==> src/rtl/clock_pkg.sv <==
// Shared definitions for the digital clock timekeeping path: state
// encoding of the set-mode FSM, field widths and field limits.
package clock_pkg;

    typedef enum logic [1:0] {
        RUN    = 2'd0,
        SET_HH = 2'd1,
        SET_MM = 2'd2,
        SET_SS = 2'd3
    } mode_e;

    localparam int HH_W   = 5;
    localparam int MS_W   = 6;
    localparam int HH_MAX = 23;
    localparam int MS_MAX = 59;

    // btn_mode walks RUN -> SET_HH -> SET_MM -> SET_SS -> RUN
    function automatic mode_e next_mode(input mode_e cur);
        mode_e nxt;
        case (cur)
            RUN:     nxt = SET_HH;
            SET_HH:  nxt = SET_MM;
            SET_MM:  nxt = SET_SS;
            default: nxt = RUN;
        endcase
        return nxt;
    endfunction

endpackage

==> src/rtl/wrap_counter.sv <==
// Modulo (MAX+1) counter used for each time field. The wrap output is the
// combinational carry-out (inc while at MAX) so the next field can advance
// on the same edge.
module wrap_counter #(
    parameter int W   = 6,
    parameter int MAX = 59
) (
    input  logic         clk,
    input  logic         rst_n,
    input  logic         inc,
    input  logic         clear,
    output logic [W-1:0] value,
    output logic         wrap
);

    localparam logic [W-1:0] MAX_V = W'(MAX);

    // carry-out toward the next more significant field
    assign wrap = inc && (value == MAX_V);

    // count up, returning to zero after MAX so the value stays in range
    always_ff @(posedge clk or negedge rst_n) begin
        if (!rst_n) begin
            value <= '0;
        end else if (clear) begin
            value <= '0;
        end else if (inc) begin
            value <= wrap ? '0 : value + 1'b1;
        end
    end

endmodule

==> src/rtl/clock_time_ctrl.sv <==
// Timekeeping and time-set controller. Keeps hh:mm:ss from the 1 Hz tick,
// runs the button-driven set mode and produces the per-field blink blanking.
// Optional macro CLOCK_SET_TIMEOUT_EN: a SET state idle for TIMEOUT_S ticks
// falls back to RUN keeping the edited time.
module clock_time_ctrl
    import clock_pkg::*;
#(
    parameter int TIMEOUT_S = 10
) (
    input  logic            clk,
    input  logic            rst_n,
    input  logic            tick_1hz,
    input  logic            blink_2hz,
    input  logic            btn_mode,
    input  logic            btn_inc,
    output logic [HH_W-1:0] hh,
    output logic [MS_W-1:0] mm,
    output logic [MS_W-1:0] ss,
    output logic [1:0]      set_mode,
    output logic            blank_hh,
    output logic            blank_mm,
    output logic            blank_ss,
    output logic            day_pulse
);

    mode_e state_reg;
    logic  blank_hh_reg;
    logic  blank_mm_reg;
    logic  blank_ss_reg;
    logic  day_pulse_reg;

    logic  run;
    logic  edit_ok;
    logic  hh_inc, mm_inc, ss_inc;
    logic  hh_wrap, mm_wrap, ss_wrap;

    assign run     = (state_reg == RUN);
    // btn_mode takes priority, so a coincident increment is discarded
    assign edit_ok = btn_inc && !btn_mode;

    // RUN chains carries through all fields; SET edits one field, no carry
    assign ss_inc = run ? tick_1hz : ((state_reg == SET_SS) && edit_ok);
    assign mm_inc = run ? ss_wrap  : ((state_reg == SET_MM) && edit_ok);
    assign hh_inc = run ? mm_wrap  : ((state_reg == SET_HH) && edit_ok);

    wrap_counter #(.W(MS_W), .MAX(MS_MAX)) u_ss (
        .clk   (clk),
        .rst_n (rst_n),
        .inc   (ss_inc),
        .clear (1'b0),
        .value (ss),
        .wrap  (ss_wrap)
    );

    wrap_counter #(.W(MS_W), .MAX(MS_MAX)) u_mm (
        .clk   (clk),
        .rst_n (rst_n),
        .inc   (mm_inc),
        .clear (1'b0),
        .value (mm),
        .wrap  (mm_wrap)
    );

    wrap_counter #(.W(HH_W), .MAX(HH_MAX)) u_hh (
        .clk   (clk),
        .rst_n (rst_n),
        .inc   (hh_inc),
        .clear (1'b0),
        .value (hh),
        .wrap  (hh_wrap)
    );

`ifdef CLOCK_SET_TIMEOUT_EN
    localparam int                 TO_W    = $clog2(TIMEOUT_S + 1);
    localparam logic [TO_W-1:0]    TO_LAST = TO_W'(TIMEOUT_S - 1);
    logic [TO_W-1:0] to_cnt_reg;
`else
    // parameter kept for a uniform interface; no timeout logic in this build
    logic unused_timeout_cfg;
    assign unused_timeout_cfg = (TIMEOUT_S != 0);
`endif

    // set-mode FSM with registered blanking, rollover pulse and idle timeout
    always_ff @(posedge clk or negedge rst_n) begin
        if (!rst_n) begin
            state_reg     <= RUN;
            blank_hh_reg  <= 1'b0;
            blank_mm_reg  <= 1'b0;
            blank_ss_reg  <= 1'b0;
            day_pulse_reg <= 1'b0;
`ifdef CLOCK_SET_TIMEOUT_EN
            to_cnt_reg    <= '0;
`endif
        end else begin
            blank_hh_reg  <= (state_reg == SET_HH) && blink_2hz;
            blank_mm_reg  <= (state_reg == SET_MM) && blink_2hz;
            blank_ss_reg  <= (state_reg == SET_SS) && blink_2hz;
            // an hours carry in RUN only happens at 23:59:59 -> 00:00:00
            day_pulse_reg <= run && hh_wrap;
            if (btn_mode) begin
                state_reg <= next_mode(state_reg);
            end
`ifdef CLOCK_SET_TIMEOUT_EN
            if (run || btn_mode || btn_inc) begin
                to_cnt_reg <= '0;
            end else if (tick_1hz) begin
                if (to_cnt_reg == TO_LAST) begin
                    to_cnt_reg <= '0;
                    state_reg  <= RUN;
                end else begin
                    to_cnt_reg <= to_cnt_reg + 1'b1;
                end
            end
`endif
        end
    end

    assign set_mode  = state_reg;
    assign blank_hh  = blank_hh_reg;
    assign blank_mm  = blank_mm_reg;
    assign blank_ss  = blank_ss_reg;
    assign day_pulse = day_pulse_reg;

endmodule

==> config.mk <==
export PLATFORM = sky130hd
export DESIGN_NAME = clock_time_ctrl
export DESIGN_NICKNAME = d
export VERILOG_FILES = /design/src/rtl/clock_pkg.sv /design/src/rtl/wrap_counter.sv /design/src/rtl/clock_time_ctrl.sv
export SDC_FILE = /design/constraint.sdc
export NUM_CORES = 1
export LEC_CHECK = 0
export CAP_MARGIN = 10
export CORE_AREA = 2 2 68 70
export CTS_CLUSTER_DIAMETER = 40
export CTS_CLUSTER_SIZE = 16
export DETAILED_ROUTE_END_ITERATION = 10
export DIE_AREA = 0 0 70 72
export SETUP_SLACK_MARGIN = 0.5
export SYNTH_ARGS = -nofsm -noshare
export SYNTH_HDL_FRONTEND = slang
export SYNTH_SLANG_ARGS = --single-unit
==> constraint.sdc <==
create_clock -name clk -period 2.25 [get_ports clk]
set_input_delay 0.225 -clock clk [delete_from_list [all_inputs] [get_ports clk]]
set_output_delay 0.225 -clock clk [all_outputs]
set_load 0.01 [all_outputs]
==> Word-level counts from Yosys, hierarchy flattened <==
Index checks and enable logic that the tools add are counted.
{ "word_totals": {"latchBits": 0, "elab_cells": 37, "ramBits": 0, "rom_bits": 0, "n_memories": 0, "in_bits": 6, "reg_bits": 23} }
{ "classes": {"mux": 7, "add_sub_neg": 3, "bitwise_logic": 0, "order_cmp": 0, "div_mod_pow": 0, "shift": 0, "n_eq_ne": 6, "mul": 0, "reduce_logical": 13} }
{ "ops": {"columns": ["operator", "count"], "rows": [
  ["$add 6x1->6 const B", 2],
  ["$eq 6x6->1 const B", 2],
  ["$mux 6", 2],
  ["$logic_and 1x1->1", 11],
  ["$pmux 2 s3", 1],
  ["$add 5x1->5 const B", 1],
  ["$eq 5x5->1 const B", 1],
  ["$mux 5", 1],
  ["$eq 2x2->1 const B", 2],
  ["$mux 1", 3],
  ["$eq 2x1->1 const B", 1],
  ["$logic_not 2->1", 1],
  ["$logic_not 1->1", 1]
]} }

==> Depth between registers and ports, before layout <==
{ "logic_depth": {"depth_word": 10, "depth_mapped": 7, "mapped_depth_nobuf": 6} }

==> By module <==
Synthesis repeated with hierarchy kept, for this count alone.
{ "unflattened": {"cells_unflattened": 126, "area_unflattened_um2": 1248.7} }
{ "modules_own_cells": {"columns": ["mod", "cells_each", "area_per_inst_um2", "seq_area_each_um2", "instances"], "rows": [
  ["wrap_counter (u_mm ...)", 35, 334.1, 150.1, 2],
  ["clock_time_ctrl", 30, 304.0, 150.1, 1],
  ["wrap_counter (u_hh)", 26, 276.5, 125.1, 1]
]} }

==> Worst setup path after synthesis <==
Ideal clock, no wire load.
{ "synth_path": {"path_type": "register to register", "from": "register state_reg[0] (netlist: set_mode[0])", "to": "register u_mm.value[5]", "setup_ns": 0.124, "stages_incl_launch_ff": 8, "arrival_time_ns": 1.647, "slack_ns": 0.479, "t_required_ns": 2.126, "period_less_slack_ns": 1.771, "path_cell_list": "dfrtp_1 inv_1 ha_1 nor3b_4 a22o_1 buf_6 o2111ai_1 a211o_1"} }
{ "synth_between": {"elab_chain_len": 7, "elab_cells_between_ends": 10, "classes_between": "eq/ne (2); mux (3); reduce/logical (5)"} }
{ "synth_lines": {"columns": ["item", "line", "source"], "rows": [
  ["from (decl)", "clock_time_ctrl.sv:26", "mode_e state_reg;"],
  ["from (signal assigned)", "clock_time_ctrl.sv:101", "state_reg <= next_mode(state_reg);"],
  ["$eq 2x2->1", "clock_time_ctrl.sv:42", "assign ss_inc = run ? tick_1hz : ((state_reg == SET_SS) && edit_ok);"],
  ["$logic_and 1x1->1", "clock_time_ctrl.sv:42", null],
  ["$mux 1", "clock_time_ctrl.sv:42", null],
  ["$logic_and 1x1->1", "wrap_counter.sv:19", "assign wrap = inc && (value == MAX_V);"],
  ["$mux 1 *", "clock_time_ctrl.sv:43", "assign mm_inc = run ? ss_wrap : ((state_reg == SET_MM) && edit_ok);"],
  ["$logic_and 1x1->1", "wrap_counter.sv:19", null],
  ["$mux 6", "wrap_counter.sv:28", "value <= wrap ? '0 : value + 1'b1;"],
  ["to (signal assigned)", "wrap_counter.sv:28", null],
  ["to (decl)", "wrap_counter.sv:12", "output logic [W-1:0] value,"]
]} }
Every way passes the cells marked *; elsewhere a longest branch is shown, timed or not.
A chain may end at the register's enable or synchronous reset.

==> Final worst setup path <==
{ "layout_path": {"from": "register state_reg[0] (netlist: set_mode[0])", "to": "register u_hh.value[4]"} }
{ "layout_between": {"elab_chain_len": 9, "elab_cells_between_ends": 14, "classes_between": "eq/ne (3); mux (4); reduce/logical (7)"} }
{ "layout_lines": {"columns": ["item", "line", "source"], "rows": [
  ["$eq 2x2->1", "clock_time_ctrl.sv:42", null],
  ["$logic_and 1x1->1", "clock_time_ctrl.sv:42", null],
  ["$mux 1", "clock_time_ctrl.sv:42", null],
  ["$logic_and 1x1->1", "wrap_counter.sv:19", null],
  ["$mux 1", "clock_time_ctrl.sv:43", null],
  ["$logic_and 1x1->1", "wrap_counter.sv:19", null],
  ["$mux 1 *", "clock_time_ctrl.sv:44", "assign hh_inc = run ? mm_wrap : ((state_reg == SET_HH) && edit_ok);"],
  ["$logic_and 1x1->1", "wrap_counter.sv:19", null],
  ["$mux 5", "wrap_counter.sv:28", null],
  ["to (signal assigned)", "wrap_counter.sv:28", null],
  ["to (decl)", "wrap_counter.sv:12", null]
]} }
Marked as above.

==> key figures <==
Outcome
  – Run status: complete, no violations

Min path
  – Type of the worst min-delay path: in -> async

Power
  – Max VDD drop: 489.0 uV
  – Clk network pwr share: 13.9%
  – Cell internal power dissipation: 1.137 mW
  – Overall power: 1.821 mW
  – Net switching power of the design: 0.6835 mW
  – Flop pwr share: 39.5%
  – Combinational Power Share: 46.6%
  – Fraction of power spent switching nets: 37.54%
  – Static Leakage: 0.7451 nW
  – PD cells: 1059 nW/um^2

Clocking
  – Total number of clock tree sinks: 23
  – TritonCTS clock tree: built
  – Worst-skew pair later-pin latency: 0.26 ns
  – H-tree Lvls: 1
  – Clock buffer count from CTS: 3
  – Clock-pin transition on the worst setup and hold timing paths: 0.08 ns
  – Buffer type at the clock tree root: clkbuf_8
  – Max clock buf depth: 2

Floorplanning
  – Die footprint: 5040 sq um
  – Count of pins on the block boundary: 29
  – Area of the placeable core: 4264 sq um
  – Total number of placement rows: 24
  – Die Span Y: 72 microns
  – Starting Density: 29.11%
  – Chip Width: 70 microns

Drt
  – DR vias: 1019
  – Number of nets still failing antenna checks after routing: 0
  – Wirelength per Cell: 13.59 microns
  – Starting DRT DRC Count: 76
  – Number of vias per cell after detailed routing: 4.947
  – WL final: 2800 microns
  – Number of detailed-routing iterations run before antenna repair: 4
  – Total DRC errors in the routed layout: 0

Run
  – Number of maximum-capacitance violations: 0

Critical path
  – Critical path buffer and inverter count: 1
  – Terminus of the critical flop-to-flop path: u_hh.value[4]
  – CP peak stage delay: 0.38 ns
  – Critical Path, Cell by Cell: inv_2, ha_4, nor3b_4, and4_1, a31oi_2, mux2_4
  – Critical register-to-register path startpoint: set_mode[0]
  – CP Capture Type: flop
  – Slack of the worst reg-to-reg path: 0.56 ns
  – Kind of cell with the highest combined delay on the critical path: simple AND/OR/NAND/NOR gates
  – Type of origin of the critical path: flop
  – Crit-path slowest cell: dfrtp_1
  – Register-to-Register Path Depth: 6
  – Required time worst endpoint: 2.40 ns
  – Critical path class: reg -> reg
  – Highest fanout seen on the critical path: 5
  – Arrival time of data at the critical path endpoint: 1.84 ns

Final layout
  – Area occupied by multi-input gates: 696.9 sq um
  – Filler Cell Count: 440
  – Non-filler instance count after layout: 206
  – Regs by FF count: u_mm.value (6), u_ss.value (6), u_hh.value (5)
  – Area of all sequential standard cells: 575.6 sq um
  – Number of nets in the finished design: 168
  – Area growth, synth to finish: 38.51%
  – Antenna Cells: 0
  – Share of post-route cells with drive strength above 1: 19.48%

STA
  – Worst clock skew on the final layout: 0.002987 ns
  – Final Critical Period: 1.694 ns
  – Unrepaired setup endpoints after global routing: yes
  – Tightest Pin Transition: 0.3113 ns
  – Ratio of final minimum period to clock period: 75.30%
  – Worst slew margin: 79.22%
  – Final-layout setup total negative slack: 0 ns
  – Count of final setup violators: 0
  – Number of hold-slack violations in the final timing report: 0
  – Fmax: 590.2 MHz
  – Max-slew violation count: 0

Synthesis
  – Synth Area per Inst: 10.52 sq um
  – Top cells by instance count after synthesis: dfrtp_1, o21ai_0, nand2_1
  – Async set-reset flop share out of synthesis: 100.0%
  – Number of register bits inferred by synthesis: 23
  – Area share of the largest cell type after synthesis: 46.37%
  – Post-synth top area cell: dfrtp_1
  – Predominant post-synthesis flop cell: dfrtp_1
  – Post-Syn Nets: 131
  – Largest cells by area after synthesis: dfrtp_1, ha_1, o21ai_0
  – Mapped Area: 1241 sq um
  – Total of warnings raised by yosys: 0
  – Number of enable-type register cells in the synthesized netlist: 0
  – Synth cell types: 36
  – Part of the Yosys area used for sequential elements: 46.37%
  – Most frequent cell after synthesis: dfrtp_1
  – Synthesized instance count: 118

Global routing
  – Vias in the first global route: 1065
  – First-pass GRT wire length: 4926 microns
  – Tot GR Track Use: 11.99%
  – Global route overflow: 0
  – Initial antenna violation count: 0
  – Largest net degree at the start of global routing: 24

Placement
  – GPL Wtd Cong: 0.8143
  – Placed cell count: 197
  – Count of input and output buffers: 28
  – Hpwl dp: 2022 microns
## area by class of cell
type,instances,area share (%)
multi-input cells,90,40.54
flip-flops and latches,23,33.48
repair buffers,34,18.92
well taps,52,3.785
clock buffers,4,2.620
inverters,3,0.6550
## worst max path at each step
| stage | startpoint | end | slack, ns | cells past startpoint |
|---|---|---|---|---|
| detailed placement | btn_mode | u_mm.value[5] | 0.31 | 5 |
| floorplan | set_mode[0] | u_mm.value[5] | 0.51 | 7 |
| CTS | set_mode[0] | u_hh.value[3] | 0.53 | 6 |
| global placement | btn_mode | u_mm.value[5] | 0.34 | 5 |
| finish | set_mode[0] | u_hh.value[4] | 0.56 | 6 |
| global route | set_mode[0] | u_mm.value[5] | 0.47 | 6 |
## layout by cell type, fill, tap and decap left out, drive strengths merged, types with 2 or more instances in the layout
master | synthesis | routed
mux2 | 5 | 5
o21ai | 14 | 14
nand3b | 2 | 2
inv | 3 | 3
nor2 | 6 | 6
clkdlybuf4s50 | 0 | 28
a21oi | 5 | 5
buf | 2 | 6
nor3b | 2 | 2
nand3 | 4 | 4
clkbuf | 0 | 4
dfrtp | 23 | 23
a21o | 3 | 3
nand4 | 3 | 3
ha | 7 | 7
and2 | 5 | 5
o2111ai | 2 | 2
and4 | 2 | 2
nand2 | 10 | 10
and3 | 5 | 5
## power by group through the flow
stage / logic, mW / clock network (mW) / registers (mW)
2_1_floorplan: 0.340 / 0 / 0.752
3_3_place_gp: 0.737 / 0 / 0.716
3_5_place_dp: 0.758 / 0 / 0.728
4_1_cts: 0.809 / 0.261 / 0.711
5_1_grt: 0.944 / 0.284 / 0.749
6_report: 0.849 / 0.253 / 0.719
## metal layers
layer / wire, microns / GRT usage (%) / vias up
met2: 1438 / 21.38 / 13
met3: 81 / 3.194 / 2
met5: 0 / 0 / -
met4: 12 / 1.923 / 0
met1: 1268 / 14.93 / 504
li1: - / - / 500
## cells by family after synthesis
group                    synth area share, %
XOR/XNOR                              0.7058
multiplexers                           5.342
adder cells (fa/ha/maj)                7.056
buffers and inverters                  2.419
AND/OR/NAND/NOR                        23.39
flip-flops                             46.37
AO/OA/AOI/OAI                          14.72
## stage by stage
step           worst slack (ns)  util (%)  hold slack, ns  area [sq um]
2_1_floorplan            0.5056         -        -0.07059          1244
3_3_place_gp             0.3400     37.00          0.5211          1578
3_5_place_dp             0.3065     37.00          0.5393          1578
4_1_cts                  0.5343     38.91          0.3192          1659
5_1_grt                  0.4737     40.32          0.3457          1719
6_report                 0.5557     40.32          0.3139          1719
## repair_timing
action | 4_1_cts | 5_1_grt
resized for setup | 4 | 15
endpoints found under the setup margin | 7 | 14
setup buffers | 3 | 2
hold endpoints to repair | 0 | 0
hold buffers | 0 | 0
pin swaps | 1 | 8
(Power assumes the default switching activity.)
